<file path="src/rtl/ysyx_220053_ifu.sv">
// Instruction fetch unit: single-outstanding fetch FSM (REQ/WAIT/DROP) feeding a small
// in-order instruction buffer, with redirect flush and stale-response dropping.
module ysyx_220053_ifu #(
  parameter logic [63:0] RESET_PC   = 64'h0000_0000_8000_0000,
  parameter int unsigned FIFO_DEPTH = 2
) (
  input  logic        clk,
  input  logic        rst_n,
  output logic        imem_req_valid,
  input  logic        imem_req_ready,
  output logic [63:0] imem_req_addr,
  input  logic        imem_resp_valid,
  input  logic [31:0] imem_resp_data,
  input  logic        redirect_valid,
  input  logic [63:0] redirect_pc,
  output logic        instr_valid,
  input  logic        instr_ready,
  output logic [31:0] instr_o,
  output logic [63:0] pc_o
);

  localparam int unsigned PtrW = $clog2(FIFO_DEPTH);
  localparam int unsigned CntW = PtrW + 1;
  localparam logic [CntW-1:0] DepthCnt = CntW'(FIFO_DEPTH);

  typedef enum logic [1:0] {StReq, StWait, StDrop} state_e;

  state_e          state_q, state_d;
  logic [63:0]     fetch_pc_q, fetch_pc_d;
  logic [63:0]     inflight_pc_q, inflight_pc_d;
  logic [PtrW-1:0] wr_ptr_q, wr_ptr_d;
  logic [PtrW-1:0] rd_ptr_q, rd_ptr_d;
  logic [CntW-1:0] count_q, count_d;
  logic [31:0]     instr_mem_q [FIFO_DEPTH];
  logic [63:0]     pc_mem_q    [FIFO_DEPTH];
  logic            req_fire, push, pop;

  // Credit check: a request only goes out if its response is guaranteed a slot.
  assign imem_req_valid = rst_n & (state_q == StReq) & (count_q < DepthCnt) & ~redirect_valid;
  assign imem_req_addr  = {fetch_pc_q[63:2], 2'b00};
  assign req_fire       = imem_req_valid & imem_req_ready;
  assign push           = (state_q == StWait) & imem_resp_valid & ~redirect_valid;
  assign instr_valid    = (count_q != '0) & ~redirect_valid;
  assign pop            = instr_valid & instr_ready;
  assign instr_o        = instr_mem_q[rd_ptr_q];
  assign pc_o           = pc_mem_q[rd_ptr_q];

  always_comb begin
    state_d       = state_q;
    fetch_pc_d    = fetch_pc_q;
    inflight_pc_d = inflight_pc_q;
    wr_ptr_d      = wr_ptr_q;
    rd_ptr_d      = rd_ptr_q;
    count_d       = count_q;
    if (redirect_valid) begin
      fetch_pc_d = {redirect_pc[63:2], 2'b00};
      wr_ptr_d   = '0;
      rd_ptr_d   = '0;
      count_d    = '0;
      // An in-flight request must still be drained; its response is thrown away.
      case (state_q)
        StWait, StDrop: state_d = imem_resp_valid ? StReq : StDrop;
        default:        state_d = StReq;
      endcase
    end else begin
      if (req_fire) begin
        state_d       = StWait;
        inflight_pc_d = fetch_pc_q;
        fetch_pc_d    = fetch_pc_q + 64'd4;
      end
      if ((state_q == StWait || state_q == StDrop) && imem_resp_valid) begin
        state_d = StReq;
      end
      if (push) wr_ptr_d = wr_ptr_q + PtrW'(1);
      if (pop)  rd_ptr_d = rd_ptr_q + PtrW'(1);
      case ({push, pop})
        2'b10:   count_d = count_q + CntW'(1);
        2'b01:   count_d = count_q - CntW'(1);
        default: count_d = count_q;
      endcase
    end
  end

  always_ff @(posedge clk or negedge rst_n) begin
    if (!rst_n) begin
      state_q       <= StReq;
      fetch_pc_q    <= RESET_PC;
      inflight_pc_q <= '0;
      wr_ptr_q      <= '0;
      rd_ptr_q      <= '0;
      count_q       <= '0;
      for (int i = 0; i < FIFO_DEPTH; i++) begin
        instr_mem_q[i] <= '0;
        pc_mem_q[i]    <= '0;
      end
    end else begin
      state_q       <= state_d;
      fetch_pc_q    <= fetch_pc_d;
      inflight_pc_q <= inflight_pc_d;
      wr_ptr_q      <= wr_ptr_d;
      rd_ptr_q      <= rd_ptr_d;
      count_q       <= count_d;
      if (push) begin
        instr_mem_q[wr_ptr_q] <= imem_resp_data;
        pc_mem_q[wr_ptr_q]    <= inflight_pc_q;
      end
    end
  end

endmodule

</file>
<file path="config.mk">
export PLATFORM = sky130hd
export DESIGN_NAME = ysyx_220053_ifu
export DESIGN_NICKNAME = d
export VERILOG_FILES = /design/src/rtl/ysyx_220053_ifu.sv
export SDC_FILE = /design/constraint.sdc
export NUM_CORES = 1
export LEC_CHECK = 0
export ABC_AREA = 1
export CAP_MARGIN = 15
export CORE_ASPECT_RATIO = 0.6
export CORE_MARGIN = 8
export CORE_UTILIZATION = 54
export CTS_CLUSTER_DIAMETER = 80
export DETAILED_ROUTE_END_ITERATION = 8
export HOLD_SLACK_MARGIN = 0.02
export PLACE_DENSITY_LB_ADDON = 0.2
export REMOVE_ABC_BUFFERS = 1
export SLEW_MARGIN = 30
export SYNTH_ARGS = -nofsm -noshare
export SYNTH_HDL_FRONTEND = slang
export SYNTH_SLANG_ARGS = --single-unit
</file>
<file path="constraint.sdc">
create_clock -name clk -period 1.7 [get_ports clk]
set_input_delay 0.17 -clock clk [delete_from_list [all_inputs] [get_ports clk]]
set_output_delay 0.17 -clock clk [all_outputs]
set_load 0.01 [all_outputs]
</file>
Yosys cells after proc, flatten, opt, wreduce, memory -nomap -nowiden
Cells that the tools add are included. W data, S select, Z words.

Logic and storage cells: 71. Input port bits: 102. Bits in registers: 326. Output and inout bits: 162.

Add/sub/neg operators: 5. Bitwise logic cells: 11. Magnitude comparators: 4. Equality and inequality tests: 4. Multiplexer cells: 25. Reduce and logical (&&, ||, !) cells: 12.

Operators by type and width (count): $mux W64 (6); $bwmux W128 (1); $mux W32 (4); $add A64 B3 Y64 const B (1); $bwmux W64 (1); $demux W64 S1 (1); $demux W32 S1 (1); $mux W2 (6); $and A1 B1 Y1 (8); $reduce_bool A2 Y1 (4); $reduce_bool A3 Y1 (2); $eq A2 B1 Y1 const B (2); $eq A2 B2 Y1 const B (2); $ge A2 B2 Y1 const B (2); $mux W1 (4); $not A1 Y2 (2); $pmux W2 S2 (1); $add A1 B1 Y1 const B (2); $add A2 B1 Y2 const B (1); $logic_and A1 B1 Y1 (2); $logic_not A2 Y1 (1); $lt A2 B1 Y1 const B (1); $lt A2 B2 Y1 const B (1); $reduce_and A2 Y1 (1); 4 further kinds (4).

Logic depth before layout (Yosys ltp)
Word-level depth: 8. Mapped depth: 11. Mapped depth without buffers: 11.

Worst setup path after synthesis
OpenSTA, ideal clock, no wires.

Kind: flip-flop to flip-flop. Start: reg fetch_pc_q[3]. End: reg fetch_pc_q[54]. Stages on the path, launching flop included: 9. Arrival: 1423 ps. Slack: 150 ps. Path buffers: 0. Cells stage by stage: dfrtp_1 > ha_1 > nand2_2 > nor2_4 > nand2_4 > nor2_4 > nand2_1 > o21ai_1 > nand3_1.

Word-level cells in the longest chain between the ends: 3.

RTL lines: from (decl) (line 29) `logic [63:0] fetch_pc_q, fetch_pc_d;`; from (signal assigned) (line 98) `fetch_pc_q <= fetch_pc_d;`; $add A64 B3 Y64 (line 69) `fetch_pc_d = fetch_pc_q + 64'd4;`; $mux W64 (line 66) `if (req_fire) begin`; $mux W64 (line 55) `if (redirect_valid) begin`.

Every way passes these cells. The select of a mux whose other input is x is not followed. A chain may end at the register's enable or synchronous reset.

Worst setup path after layout
Start: reg rd_ptr_q. End: out pc_o[24].

Word-level cells in the longest chain between the ends: 4.

RTL lines: from (decl) (line 32) `logic [PtrW-1:0] rd_ptr_q, rd_ptr_d;`; from (signal assigned) (line 101) `rd_ptr_q <= rd_ptr_d;`; $not A1 Y2 (implied by the code) (line 46) `assign pc_o = pc_mem_q[rd_ptr_q];`; $mux W64 (implied by the code) (3 in series) (line 46); to (decl) (line 19) `output logic [63:0] pc_o`.

Every way passes these cells. The select of a mux whose other input is x is not followed.

==> summary.md <==
| Metric | Value |
|---|---|
| Setup violations, final | `approximately 260` |
| Final Cycle Share | `123%` |
| Synth Area in XOR/XNOR | `less than 1%` |
| Final WL | `roughly 63,000 µm` |
| NetSw | `roughly 10 mW` |
| Worst Path Required | `around 1.5 ns` |
| CTS tree | `built` |
| Number of global-route vias before repair | `between 10,000 and 15,000` |
| Crit end category | `primary output` |
| R2R depth | `11` |
| Post-route DRC | `0` |
| Worst-path clk slew | `0.07 ns` |
| Area contributors post-synth | `dfrtp_1, nand2_1, o21ai_0` |
| Placed insts | `2,518` |
| Final HPWL DP | `approximately 35,000 µm` |
| Syn. warnings | `0` |
| Final Non-Filler Cells | `2,677` |
| Final instance area | `0.0230 mm²` |
| Combinational Power Share | `between 30% and 40%` |
| CP Data Arrival Time | `1.93 ns` |
| Area Growth Syn to Fin | `49.5%` |
| Vias | `approximately 16,000` |
| RSZ-0062 raised after global routing | `true` |
| Grt ovf | `0` |
| Area of the multi-input gates | `0.00719 mm²` |
| Compound-Gate Fraction of Synth Area | `between 10% and 20%` |
| Netlist cell types | `33` |
| Average wire per standard cell | `about 23 µm` |
| Die extent in y | `between 100 and 150 µm` |
| Status | `complete, but fails checks` |
| Max Cap Violations | `0` |
| Placed instance area | `0.0192 mm²` |
| Clock Sinks | `roughly 320` |
| Peak supply drop | `861 µV` |
| Gpl congestion | `0.935` |
| Die Wd | `234 µm` |
| Failing checks | `setup timing` |
| Placeable Area | `about 0.028 mm²` |
| Number of routed nets with antenna violations | `0` |
| CTS Buf Count | `29` |
| Clock power share | `about a quarter` |
| Io pins | `between 200 and 300` |
| Hold Vio Cnt, Final | `0` |
| Max-slew violations | `0` |
| Fmax | `~0.48 GHz` |
| Initial antenna violation count | `0` |
| WS Path Type | `register to primary output` |
| Ant. Diodes | `0` |
| Sw Ratio | `between 30 and 40%` |
| Drt first pass iters | `6` |
| Final core occ | `81.0%` |
| Slew HR | `between 50% and 60%` |
| Number of nets in the layout | `2,385` |
| Global-route wire length before repair | `a little under 80,000 µm` |
| P_int | `19.7 mW` |
| Worst Setup Start Kind | `register` |
| Largest family of logic cells by synthesized area | `simple AND/OR/NAND/NOR gates` |
| DR vias/cell | `a little under 6` |
| CTS H-Tree Depth | `1` |
| CTS root buf | `clkbuf_16` |
| Worst setup margin | `-0.395 ns` |
| Die area | `around 0.034 mm²` |
| Post-synth top area share | `~52%` |
| IO buf count | `around 260` |
| Clock latency on the worst-skew pair | `approximately 0.59 ns` |
| Post-Syn Area | `between 0.015 and 0.02 mm²` |
| Fraction of layout cells with a size suffix above 1 | `30.1%` |
| Hold Path Class | `input port to register` |
| Yosys reg bits | `about 320` |
| Syn avg cell area | `around 8.3 µm²` |
| Hold depth | `4` |
| Hold slack | `around 0.095 ns` |
| Initial core utilization | `54.2%` |
| PwrDens | `around 1300 mW/mm²` |
| All-Layer GR Usage | `28.5%` |
| Tightest Pin Transition | `around 0.61 ns` |
| Fill cell count | `between 1,500 and 2,000` |
| Initial DRC count | `2,099` |
| Crit path time final | `2.10 ns` |
| Cell Rows | `48` |
| Post-synth top area cell | `dfrtp_1` |
| Largest net degree at the start of global routing | `~110` |
| Clock tree buffer depth | `3` |
| P_leak | `around 11 nW` |
| Cells after Synth | `roughly 1,800` |
| Final setup TNS | `-41.14 ns` |
| Sequential share of the synthesized area | `roughly half` |
| Simple logic cell fraction of the synthesized area | `just over 20%` |
| Seq pwr share | `a little under two fifths` |
| Reg area | `between 0.007 and 0.008 mm²` |
| CP max FO | `16` |
| Multiplexer share of the synthesized area | `6.88%` |
| Post-Synth Adder-Cell Area | `0.244%` |
| Worst Skew | `0.0252 ns` |
==> registers in the layout (all words and copies together) (netlist names) <==
name,flops
pc_mem_q,124
rd_ptr_q,1
wr_ptr_q,1
inflight_pc_q,62
count_q,2
fetch_pc_q,62
instr_mem_q,64
state_q,2
==> Yosys cell counts <==
cell / number
a21oi_1: 40
buf_1: 3
buf_2: 50
buf_4: 6
clkbuf_1: 29
conb_1: 1
dfrtp_1: 317
dfstp_2: 1
ha_1: 3
inv_1: 215
inv_2: 3
mux2_2: 94
nand2_1: 475
nand2_2: 5
nand2_4: 1
nand3_1: 68
nand3_2: 3
nand3_4: 1
nand3b_1: 21
nand4_1: 8
nor2_1: 167
nor2_2: 3
nor2_4: 6
nor3_1: 1
o211ai_1: 11
o21a_1: 6
o21ai_0: 282
o21ai_1: 7
o21bai_1: 8
o221ai_1: 2
or2_1: 1
xnor2_1: 1
xor2_1: 10
==> final cells by class <==
class	count	area share [%]
well taps	375	2.04
repair inverters	1	0.0489
multi-input cells	1230	31.2
repair buffers	482	23.9
flip-flops and latches	318	34.7
inverters	218	3.69
clock buffers	36	3.44
clock inverters	17	0.973
==> path summary, 6_finish.rpt <==
kind	endpoint	slack [ns]	from
worst min register to register	instr_mem_q[14]$_DFFE_PN0P_	0.48	instr_mem_q[14]$_DFFE_PN0P_
max in group asynchronous	rd_ptr_q$_DFFE_PN0P_	0.64	rst_n
worst max-delay path	pc_o[24]	-0.40	rd_ptr_q$_DFFE_PN0P_
min in group asynchronous	instr_mem_q[18]$_DFFE_PN0P_	0.21	rst_n
worst max register to register	inflight_pc_q[26]$_DFFE_PN0P_	-0.17	state_q[0]$_DFFE_PN0P_
worst min-delay path	count_q[1]$_DFFE_PN0P_	0.1	redirect_valid
==> cell usage in the layout, fill, tap and decap left out, drive strengths merged, types with 70 or more instances in the layout <==
cell	instances
nor2	176
nand2	482
o21ai	289
clkdlybuf4s50	99
nand3	73
inv	218
mux2	94
buf	277
clkbuf	70
dfrtp	317
==> cell families (layout without fill, tap and decap cells) <==
logic type / count (synthesis) / count (layout)
other: 1 / 4
adder cells (fa/ha/maj): 3 / 3
AO/OA/AOI/OAI: 356 / 356
XOR/XNOR: 11 / 11
flip-flops: 318 / 318
multiplexers: 94 / 94
AND/OR/NAND/NOR: 760 / 762
buffers and inverters: 306 / 754
==> worst max-delay path, stage by stage, from the launching register on <==
cell and delay, ns:
dfrtp_4 0.52, buf_12 0.21, mux2_2 0.37, clkdlybuf4s15_2 0.23
==> per-stage QoR <==
stage          worst slack (ns)  power [mW]
3_3_place_gp            -0.0501        20.2
4_1_cts                  -0.632        27.6
6_report                 -0.395        30.1
3_5_place_dp            -0.0825        20.6
2_1_floorplan             -1.29        15.6
5_1_grt                  -0.416        31.3
==> per-layer routing <==
layer / vias to the layer above / GRT usage, % / wire length [µm]
met2: 1006 / 43.1 / 27500
met3: 197 / 5.78 / 7680
li1: 6817 / - / -
met4: 0 / 7.87 / 2630
met1: 7594 / 41.5 / 24900
met5: - / 0 / 0
==> power by group through the flow <==
stage,clock (mW),sequential (mW),combinational [mW]
after floorplan,0,11.1,4.47
after global placement,0,11.2,9.00
after detailed placement,0,11.2,9.33
after CTS,7.11,11.1,9.35
after global routing,7.45,11.5,12.4
final,7.15,11.3,11.6
==> what timing repair did <==
item / CTS / global route
hold buffers: 1 / 0
gates resized for setup: 420 / 511
setup endpoints to repair: 193 / 298
pin swaps: 1 / 36
endpoints found under the hold margin: 317 / 0
buffers inserted: 28 / 34
cloned: 6 / 44
(Power assumes the default switching activity.)
